<file path="src/rtl/alu_issue_pkg.sv">
// Shared types and decode helpers for the ALU issue stage: instruction/register
// types, RV32I ALU match masks, instruction classification and immediate builders.
package alu_issue_pkg;

    typedef logic [31:0] instruction_t;
    typedef logic [31:0] register_t;

    // Field masks: opcode only, opcode+funct3, opcode+funct3+funct7.
    localparam instruction_t M_OPC       = 32'h0000_007F;
    localparam instruction_t M_OPC_F3    = 32'h0000_707F;
    localparam instruction_t M_OPC_F3_F7 = 32'hFE00_707F;

    // Register-register ALU ops (match under M_OPC_F3_F7).
    localparam instruction_t M_ADD  = 32'h0000_0033;
    localparam instruction_t M_SUB  = 32'h4000_0033;
    localparam instruction_t M_SLL  = 32'h0000_1033;
    localparam instruction_t M_SLT  = 32'h0000_2033;
    localparam instruction_t M_SLTU = 32'h0000_3033;
    localparam instruction_t M_XOR  = 32'h0000_4033;
    localparam instruction_t M_SRL  = 32'h0000_5033;
    localparam instruction_t M_SRA  = 32'h4000_5033;
    localparam instruction_t M_OR   = 32'h0000_6033;
    localparam instruction_t M_AND  = 32'h0000_7033;

    // Register-immediate ALU ops (match under M_OPC_F3).
    localparam instruction_t M_ADDI  = 32'h0000_0013;
    localparam instruction_t M_SLTI  = 32'h0000_2013;
    localparam instruction_t M_SLTIU = 32'h0000_3013;
    localparam instruction_t M_XORI  = 32'h0000_4013;
    localparam instruction_t M_ORI   = 32'h0000_6013;
    localparam instruction_t M_ANDI  = 32'h0000_7013;

    // Immediate shifts (match under M_OPC_F3_F7; funct7 must be exact).
    localparam instruction_t M_SLLI = 32'h0000_1013;
    localparam instruction_t M_SRLI = 32'h0000_5013;
    localparam instruction_t M_SRAI = 32'h4000_5013;

    // Upper-immediate ops (match under M_OPC).
    localparam instruction_t M_LUI   = 32'h0000_0037;
    localparam instruction_t M_AUIPC = 32'h0000_0017;

    // Operand-source class of an instruction; CLS_NONE means not an ALU op.
    typedef enum logic [2:0] {
        CLS_NONE,
        CLS_REG,
        CLS_IMM,
        CLS_SHAMT,
        CLS_LUI,
        CLS_AUIPC
    } op_class_t;

    typedef enum logic [1:0] {
        IDLE,
        ISSUE,
        WAIT
    } issue_state_t;

    function automatic op_class_t decode_instr(input instruction_t i);
        op_class_t    c;
        instruction_t m1;
        instruction_t m3;
        instruction_t m7;
        m1 = i & M_OPC;
        m3 = i & M_OPC_F3;
        m7 = i & M_OPC_F3_F7;
        c  = CLS_NONE;
        if (m1 == M_LUI) begin
            c = CLS_LUI;
        end else if (m1 == M_AUIPC) begin
            c = CLS_AUIPC;
        end else if (m7 inside {M_ADD, M_SUB, M_SLL, M_SLT, M_SLTU,
                                M_XOR, M_SRL, M_SRA, M_OR, M_AND}) begin
            c = CLS_REG;
        end else if (m3 inside {M_ADDI, M_SLTI, M_SLTIU, M_XORI, M_ORI, M_ANDI}) begin
            c = CLS_IMM;
        end else if (m7 inside {M_SLLI, M_SRLI, M_SRAI}) begin
            c = CLS_SHAMT;
        end
        return c;
    endfunction

    function automatic logic is_alu_op(input instruction_t i);
        return decode_instr(i) != CLS_NONE;
    endfunction

    function automatic register_t imm_i(input instruction_t i);
        return {{20{i[31]}}, i[31:20]};
    endfunction

    function automatic register_t imm_u(input instruction_t i);
        return {i[31:12], 12'b0};
    endfunction

    function automatic register_t shamt_i(input instruction_t i);
        return {27'b0, i[24:20]};
    endfunction

endpackage

</file>
<file path="src/rtl/alu_issue_imm_gen.sv">
// Combinational operand builder: classifies the incoming instruction and selects
// op1/op2 from register read data, the I/U immediates, the shift amount or the PC.
module alu_imm_gen
    import alu_issue_pkg::*;
(
    input  instruction_t instr,
    input  register_t    pc,
    input  register_t    rs1_data,
    input  register_t    rs2_data,
    output register_t    op1,
    output register_t    op2,
    output logic         is_alu
);

    op_class_t cls;

    assign cls    = decode_instr(instr);
    assign is_alu = (cls != CLS_NONE);

    // Operand mux keyed on instruction class; non-ALU instructions yield zeros.
    always_comb begin
        op1 = '0;
        op2 = '0;
        case (cls)
            CLS_REG: begin
                op1 = rs1_data;
                op2 = rs2_data;
            end
            CLS_IMM: begin
                op1 = rs1_data;
                op2 = imm_i(instr);
            end
            CLS_SHAMT: begin
                op1 = rs1_data;
                op2 = shamt_i(instr);
            end
            CLS_LUI: begin
                op1 = imm_u(instr);
                op2 = '0;
            end
            CLS_AUIPC: begin
                op1 = imm_u(instr);
                op2 = pc;
            end
            default: begin
                op1 = '0;
                op2 = '0;
            end
        endcase
    end

endmodule

</file>
<file path="src/rtl/alu_issue.sv">
// ALU issue stage: accepts one instruction, builds operands from the regfile
// read ports, pulses the ALU enable for one cycle, then writes the registered
// ALU result back to rd. Only one op is ever in flight.
//
//  state | meaning
//  IDLE  | ready for a new instruction; illegal decode stays here
//  ISSUE | alu_enable high with latched instr/op1/op2
//  WAIT  | ALU result/exec flag valid; drive writeback or illegal
module alu_issue
    import alu_issue_pkg::*;
#(
    parameter bit trace = 1'b0
) (
    input  logic         clk,
    input  logic         rst,
    input  logic         in_valid,
    output logic         in_ready,
    input  instruction_t in_instr,
    input  register_t    in_pc,
    output logic [4:0]   rs1_addr,
    output logic [4:0]   rs2_addr,
    input  register_t    rs1_data,
    input  register_t    rs2_data,
    output logic         alu_enable,
    output instruction_t alu_instr,
    output register_t    alu_op1,
    output register_t    alu_op2,
    input  logic         alu_instr_exec,
    input  register_t    alu_result,
    output logic         wb_en,
    output logic [4:0]   wb_addr,
    output register_t    wb_data,
    output logic         illegal,
    output logic         busy
);

    issue_state_t state;
    register_t    gen_op1;
    register_t    gen_op2;
    logic         gen_is_alu;
    logic         illegal_dec;
    logic         in_wait;
    logic [4:0]   rd;

    // The regfile is read combinationally in the accept cycle.
    assign rs1_addr = in_instr[19:15];
    assign rs2_addr = in_instr[24:20];

    alu_imm_gen u_imm_gen (
        .instr    (in_instr),
        .pc       (in_pc),
        .rs1_data (rs1_data),
        .rs2_data (rs2_data),
        .op1      (gen_op1),
        .op2      (gen_op2),
        .is_alu   (gen_is_alu)
    );

    // Issue FSM with registered handshake, ALU drive and decode-illegal flag.
    always_ff @(posedge clk or posedge rst) begin
        if (rst) begin
            state       <= IDLE;
            in_ready    <= 1'b0;
            alu_enable  <= 1'b0;
            alu_instr   <= '0;
            alu_op1     <= '0;
            alu_op2     <= '0;
            illegal_dec <= 1'b0;
        end else begin
            alu_enable  <= 1'b0;
            illegal_dec <= 1'b0;
            case (state)
                IDLE: begin
                    in_ready <= 1'b1;
                    if (in_valid && in_ready) begin
                        if (gen_is_alu) begin
                            alu_instr  <= in_instr;
                            alu_op1    <= gen_op1;
                            alu_op2    <= gen_op2;
                            alu_enable <= 1'b1;
                            in_ready   <= 1'b0;
                            state      <= ISSUE;
                        end else begin
                            illegal_dec <= 1'b1;
                        end
                    end
                end
                ISSUE: begin
                    state <= WAIT;
                end
                WAIT: begin
                    in_ready <= 1'b1;
                    state    <= IDLE;
                end
                default: begin
                    in_ready <= 1'b0;
                    state    <= IDLE;
                end
            endcase
        end
    end

    // Writeback is driven straight from the registered ALU outputs during WAIT so
    // the regfile is updated on the same edge that re-opens the input; the next
    // accepted instruction therefore always reads the new value.
    assign in_wait = (state == WAIT);
    assign rd      = alu_instr[11:7];
    assign wb_en   = in_wait && alu_instr_exec && (rd != 5'd0);
    assign wb_addr = in_wait ? rd : 5'd0;
    assign wb_data = in_wait ? alu_result : '0;
    assign illegal = illegal_dec || (in_wait && !alu_instr_exec);
    assign busy    = (state != IDLE);

`ifndef SYNTHESIS
    // Optional simulation trace of accepted and retired instructions.
    always @(posedge clk) begin
        if (trace && !rst) begin
            if (state == IDLE && in_valid && in_ready) begin
                $display("alu_issue: accept pc=%h instr=%h alu=%0b", in_pc, in_instr, gen_is_alu);
            end
            if (state == WAIT) begin
                $display("alu_issue: retire instr=%h exec=%0b rd=%0d result=%h",
                         alu_instr, alu_instr_exec, rd, alu_result);
            end
        end
    end
`endif

endmodule

</file>
<file path="config.mk">
export PLATFORM = sky130hd
export DESIGN_NAME = alu_issue
export DESIGN_NICKNAME = d
export VERILOG_FILES = /design/src/rtl/alu_issue_pkg.sv /design/src/rtl/alu_issue_imm_gen.sv /design/src/rtl/alu_issue.sv
export SDC_FILE = /design/constraint.sdc
export NUM_CORES = 1
export LEC_CHECK = 0
export BUFFER_PORTS_ARGS = -buffer_cell sky130_fd_sc_hd__buf_2
export CORE_AREA = 3 3 120 122
export CTS_CLUSTER_SIZE = 16
export DETAILED_ROUTE_END_ITERATION = 10
export DIE_AREA = 0 0 123 125
export GPL_TIMING_DRIVEN = 0
export PLACE_DENSITY = 0.68
export SLEW_MARGIN = 20
export SYNTH_ARGS = -nofsm -noshare
export SYNTH_HDL_FRONTEND = slang
export SYNTH_SLANG_ARGS = --single-unit
</file>
<file path="constraint.sdc">
create_clock -name clk -period 3.7 [get_ports clk]
set_clock_uncertainty 0.05 [all_clocks]
set_input_delay 0.185 -clock clk [delete_from_list [all_inputs] [get_ports clk]]
set_output_delay 0.185 -clock clk [all_outputs]
set_load 0.01 [all_outputs]
</file>
* After elaboration in Yosys (flattened, before gate mapping)
Index checks and enable logic that the tools add are counted.
** Word-level totals
- Bits of input ports :: 164
- Output and inout bits :: 148
- Memory bits (read-only) :: 0
- Logic and storage cells :: 74
- Memories kept :: 0
- Latch bits :: 0
- Memory bits (writable) :: 0
- Bits in registers :: 101
** Operators by class
- Muxes and demuxes :: 20
- Bitwise operators :: 0
- Multiply operators :: 0
- Shift-type cells :: 0
- Div/mod/pow operators :: 0
- Reductions and logical operators :: 17
- Order comparisons :: 0
- $add $sub $neg :: 0
- Equal/unequal tests :: 30
** Operators by type and width (count)
- $pmux W32 S4 :: 1
- $eq A17 B10 Y1 const B :: 5
- $pmux W32 S2 :: 1
- $eq A17 B16 Y1 const B :: 3
- $eq A17 B8 Y1 const B :: 2
- $eq A17 B9 Y1 const B :: 2
- $mux W32 :: 1
- $eq A10 B10 Y1 const B :: 3
- $eq A10 B9 Y1 const B :: 2
- $eq A17 B6 Y1 const B :: 1
- $mux W3 :: 4
- $eq A10 B5 Y1 const B :: 1
- $reduce_bool A10 Y1 :: 1
- $eq A7 B5 Y1 const B :: 1
- $eq A7 B6 Y1 const B :: 1
- $mux W1 :: 7
- $eq A3 B2 Y1 const B :: 2
- $eq A3 B3 Y1 const B :: 2
- $mux W2 :: 3
- $reduce_bool A3 Y1 :: 2
- $reduce_bool A6 Y1 :: 1
- $mux W5 :: 1
- $reduce_bool A5 Y1 :: 1
- $logic_and A1 B1 Y1 :: 4
- 14 further kinds :: 15

* Depth between registers and ports, before layout
- Depth after elaboration :: 11
- Gate-level depth with buffers :: 7

* By module
Synthesis repeated with hierarchy kept, for this count alone.
** Second synthesis, totals
- Cells, all modules :: 422
- Area total of the unflattened synthesis :: 5356.4 sq um
** Modules (own cells, without submodules)
- alu_issue :: area each 4219.0 sq um, times used 1, sequential area each 2527.4 sq um, cells an instance 274
- alu_imm_gen :: area each 1137.3 sq um, times used 1, sequential area each 0.0 sq um, cells an instance 148

* Worst setup path after synthesis
No wires, ideal clock.
- Path type :: reg-to-reg
- From :: register state[1]
- To :: register alu_instr[13]
- Path slack :: 1442 ps
- Arrival time :: 2081 ps
- Required time :: 3522 ps
- Stages on the path, launching flop included :: 8
- Library setup time :: 128 ps
- Clock period less this slack :: 2258 ps
- Path through :: dfrtp_1 > nand2b_1 > nor3b_1 > and3_1 > a21o_1 > buf_4 > buf_6 > mux2_1
** On the way
- Word-level cells in the longest chain between the ends :: 2
** RTL lines
- start: declaration :: RTL line alu_issue.sv:37 : issue_state_t state;
- start signal: assignment :: RTL line alu_issue.sv:62 : state <= IDLE;
- start signal: assignment :: RTL line alu_issue.sv:82 : state <= ISSUE;
- start signal: assignment :: RTL line alu_issue.sv:89 : state <= WAIT;
- $logic_not A2 Y1 :: RTL line alu_issue.sv:72 : case (state)
- $reduce_and A3 Y1 (no line)
- end signal: assignment :: RTL line alu_issue.sv:77 : alu_instr <= in_instr;
- end: declaration :: RTL line alu_issue.sv:25 : output instruction_t alu_instr,
No other way between the ends.
A chain may end at the register's enable or synchronous reset.

* Worst setup path after layout
- From :: register state[1]
- To :: register alu_instr[20]
The elaborated chain is that of the path after synthesis.

==> run summary <==
Area delta synth->final - 45.0%
Utilization after layout - 0.522
Starting Density - 0.360
Cell area after synthesis - 4790 um^2
Via count of the routed design - 4,697
Number of hold-slack violations in the final timing report - 0
Result of the run - finished, final reports clean
Post-Route WL - 17,400 um
Logic depth of the worst setup path including buffers - 7
R2r endpoint - alu_instr[20]
Buffers from clock root to sink, at most - 2
Most frequent standard cell in the layout excluding fill and tap cells - sky130_fd_sc_hd__buf_2
First element of the critical path - state[1]
Synth unique cells - 44
Gate count after technology mapping - 423
Number of clock buffers inserted by TritonCTS - 9
Sum of overflow across all layers after global routing - 0
Reported leakage power - 3.81 nW
Kind of cell adding the most delay to the critical path - simple AND/OR/NAND/NOR gates
Port Buffer Count - 311
Clock transition at path regs - 70 ps
Syn nets - 587
Pins Over Slew Limit - 0
WS Path Type - flop to flop
Fraction of post-synthesis cell area in the top cell type by area - 0.528
First-pass GRT wire length - 26,200 um
Pwr Density - 427 nW/um^2
Count of state elements after synthesis - 101
Fraction of the cycle the final worst path needs - 0.673
Die width - 123 um
Final critical path time including I/O delays and setup - 2490 ps
Number of DRC markers after the initial detailed-route iteration - 224
Die Y - 125 um
Number of cells on the worst reg-to-reg path - 7
Core Box Area - 13,300 um^2
Worst-path maximum fanout - 10
H-tree depth reported by CTS - 3
Fillcell total - 1,256
Required time of the worst setup path - 3880 ps
Via count of the first global-routing pass - 4,901
Number of routed nets with antenna violations - 0
Commonest register cell after synthesis - sky130_fd_sc_hd__dfrtp_1
Max VDD drop - 0.000275 V
Number of flops mapped to enable cells by yosys - 0
CP startpoint kind - flop
Detailed-router iteration count before antenna repair - 4
Clk Tree Root Cell - sky130_fd_sc_hd__clkbuf_16
Yosys warning total - 0
Seq/Total Area, Yosys - 0.528
Type of the most critical hold path - input port to flop
Worst path buffer plus inverter count - 2
Worst skew pair latency - 340 ps
RSZ-0062 raised after global routing - no
Setup slack of the most critical reg-to-reg path - 1210 ps
Site Rows - 42
Post-layout instance area - 6950 um^2
FFs w/ async S/R, synth - 1.00
Detailed-route vias per instance - 5.03
Number of cells in the finished layout apart from fillers - 933
Most frequent cells in the layout - sky130_fd_sc_hd__buf_2 (321), sky130_fd_sc_hd__dfrtp_1 (101), sky130_fd_sc_hd__and2_1 (56), sky130_fd_sc_hd__mux2_1 (29)
Accumulated negative setup slack - 0 ps
Initial antenna violation count - 0
Net count, final - 916
Final GP Congestion - 0.800
Cell area after placement - 6610 um^2
Fmax achieved - 0.402 GHz
Worst path cell trace - nand2b_1 -> nor3b_2 -> and3_1 -> a21o_1 -> buf_4 -> buf_6 -> mux2_1
Overall power - 2.97 mW
End point of the critical path - alu_instr[20]
Count of maximum capacitance violations - 0
Master of the slowest instance on the critical path - sky130_fd_sc_hd__nor3b_2
Critical R2R Launch - state[1]
Layout cell share with drive strength beyond 1 - 0.481
Cell total after placement - 911
Full die area - 15,400 um^2
Cells taking the most area after synthesis - sky130_fd_sc_hd__dfrtp_1 (53%), sky130_fd_sc_hd__and2_1 (7.3%), sky130_fd_sc_hd__mux2_1 (6.8%), sky130_fd_sc_hd__a2bb2oi_1 (3.8%), sky130_fd_sc_hd__a221o_1 (3.6%)
Average routed wire per standard cell - 18.6 um
Clock tree from TritonCTS - yes
Combined global-route utilization of all metal layers - 0.222
Slowest Stage Delay on Critical Path - 530 ps
Count of clock tree sinks - 101
Number of setup violations in the final report - 0
Io pins - 312
WP data arrival - 2670 ps
Average cell area after synthesis - 11.3 um^2
Rel. slew slack - 0.552
DRC violations left - 0
Setup crit end kind - flop
Largest net degree at the start of global routing - 52
Number of diodes added for antenna fixing - 0
Worst slew pin tran - 671 ps
Half-perimeter wire length of the detailed placement result - 13,900 um
Library cell occupying the most area in the post-synthesis netlist - sky130_fd_sc_hd__dfrtp_1
==> flip-flops by register name, indices dropped and copies added (netlist names) <==
signal	flops
alu_instr	32
alu_op1	32
alu_op2	32
state	2
alu_enable	1
illegal_dec	1
in_ready	1
==> worst min-delay path by stage <==
stage | start | end | cells past startpoint
2_1_floorplan | in_instr[19] | alu_op1[19] | 2
3_3_place_gp | in_instr[9] | alu_instr[9] | 2
3_5_place_dp | rst | alu_op2[16] | 2
4_1_cts | rs1_data[30] | alu_op1[30] | 2
5_1_grt | rs1_data[20] | alu_op1[20] | 2
6_report | rs1_data[18] | alu_op1[18] | 2
==> final cells by class <==
class / instances / area, um^2 / area share
Buffer: 42 / 241 / 0.0348
Clock buffer: 10 / 239 / 0.0344
Clock inverter: 6 / 37.5 / 0.00540
Inverter: 17 / 68.8 / 0.00991
Multi-Input combinational cell: 263 / 1970 / 0.283
Sequential cell: 101 / 2530 / 0.364
Tap cell: 176 / 220 / 0.0317
Timing Repair Buffer: 318 / 1640 / 0.237
==> cell usage after synthesis (all sizes together), types with 6 or more instances <==
master   number
a221o        17
mux2         30
o21ai        20
nand2b        6
inv          17
a21oi         8
a2bb2oi      21
and2         56
a32oi         7
mux2i         7
nand2        17
a22oi        21
nand3        14
dfrtp       101
buf          26
clkbuf       16
a22o          6
==> worst register-to-register path, stage by stage (launching register included) <==
cell	delay, ps
sky130_fd_sc_hd__dfrtp_1	400
sky130_fd_sc_hd__nand2b_1	190
sky130_fd_sc_hd__nor3b_2	530
sky130_fd_sc_hd__and3_1	320
sky130_fd_sc_hd__a21o_1	120
sky130_fd_sc_hd__buf_4	190
sky130_fd_sc_hd__buf_6	220
sky130_fd_sc_hd__mux2_1	350
==> layer usage <==
layer | up-vias | share of wire | track usage
met5 | - | 0 | 0
met4 | 0 | 0.026 | 0.0886
met3 | 30 | 0.076 | 0.0483
met2 | 220 | 0.52 | 0.399
met1 | 2273 | 0.38 | 0.253
li1 | 2174 | - | -
==> timing repair <==
item | 4_1_cts | 5_1_grt
gates resized for setup | 0 | 0
hold buffers | 6 | 0
setup buffers | 0 | 0
hold endpoints to repair | 55 | 0
endpoints found under the setup margin | 0 | 0
==> stage by stage <==
stage / hold slack, ps / setup slack, ps
final: 17.5 / 1210
after global routing: 6.34 / 1020
after CTS: 0.159 / 808
after detailed placement: 203 / 821
after global placement: 359 / -284
after floorplan: 262 / 818
==> power by group <==
group	total (mW)	internal [mW]	switching, mW
clock network	0.891	0.474	0.417
logic	0.672	0.336	0.336
registers	1.40	1.30	0.107
==> cells by family after synthesis <==
| kind of cell | share of synthesized area |
|---|---|
| simple gates | 0.142 |
| compound gates | 0.179 |
| flops | 0.528 |
| buf+inv | 0.0637 |
| mux | 0.0852 |
| xor+xnor | 0.00183 |
(Power assumes the default switching activity.)
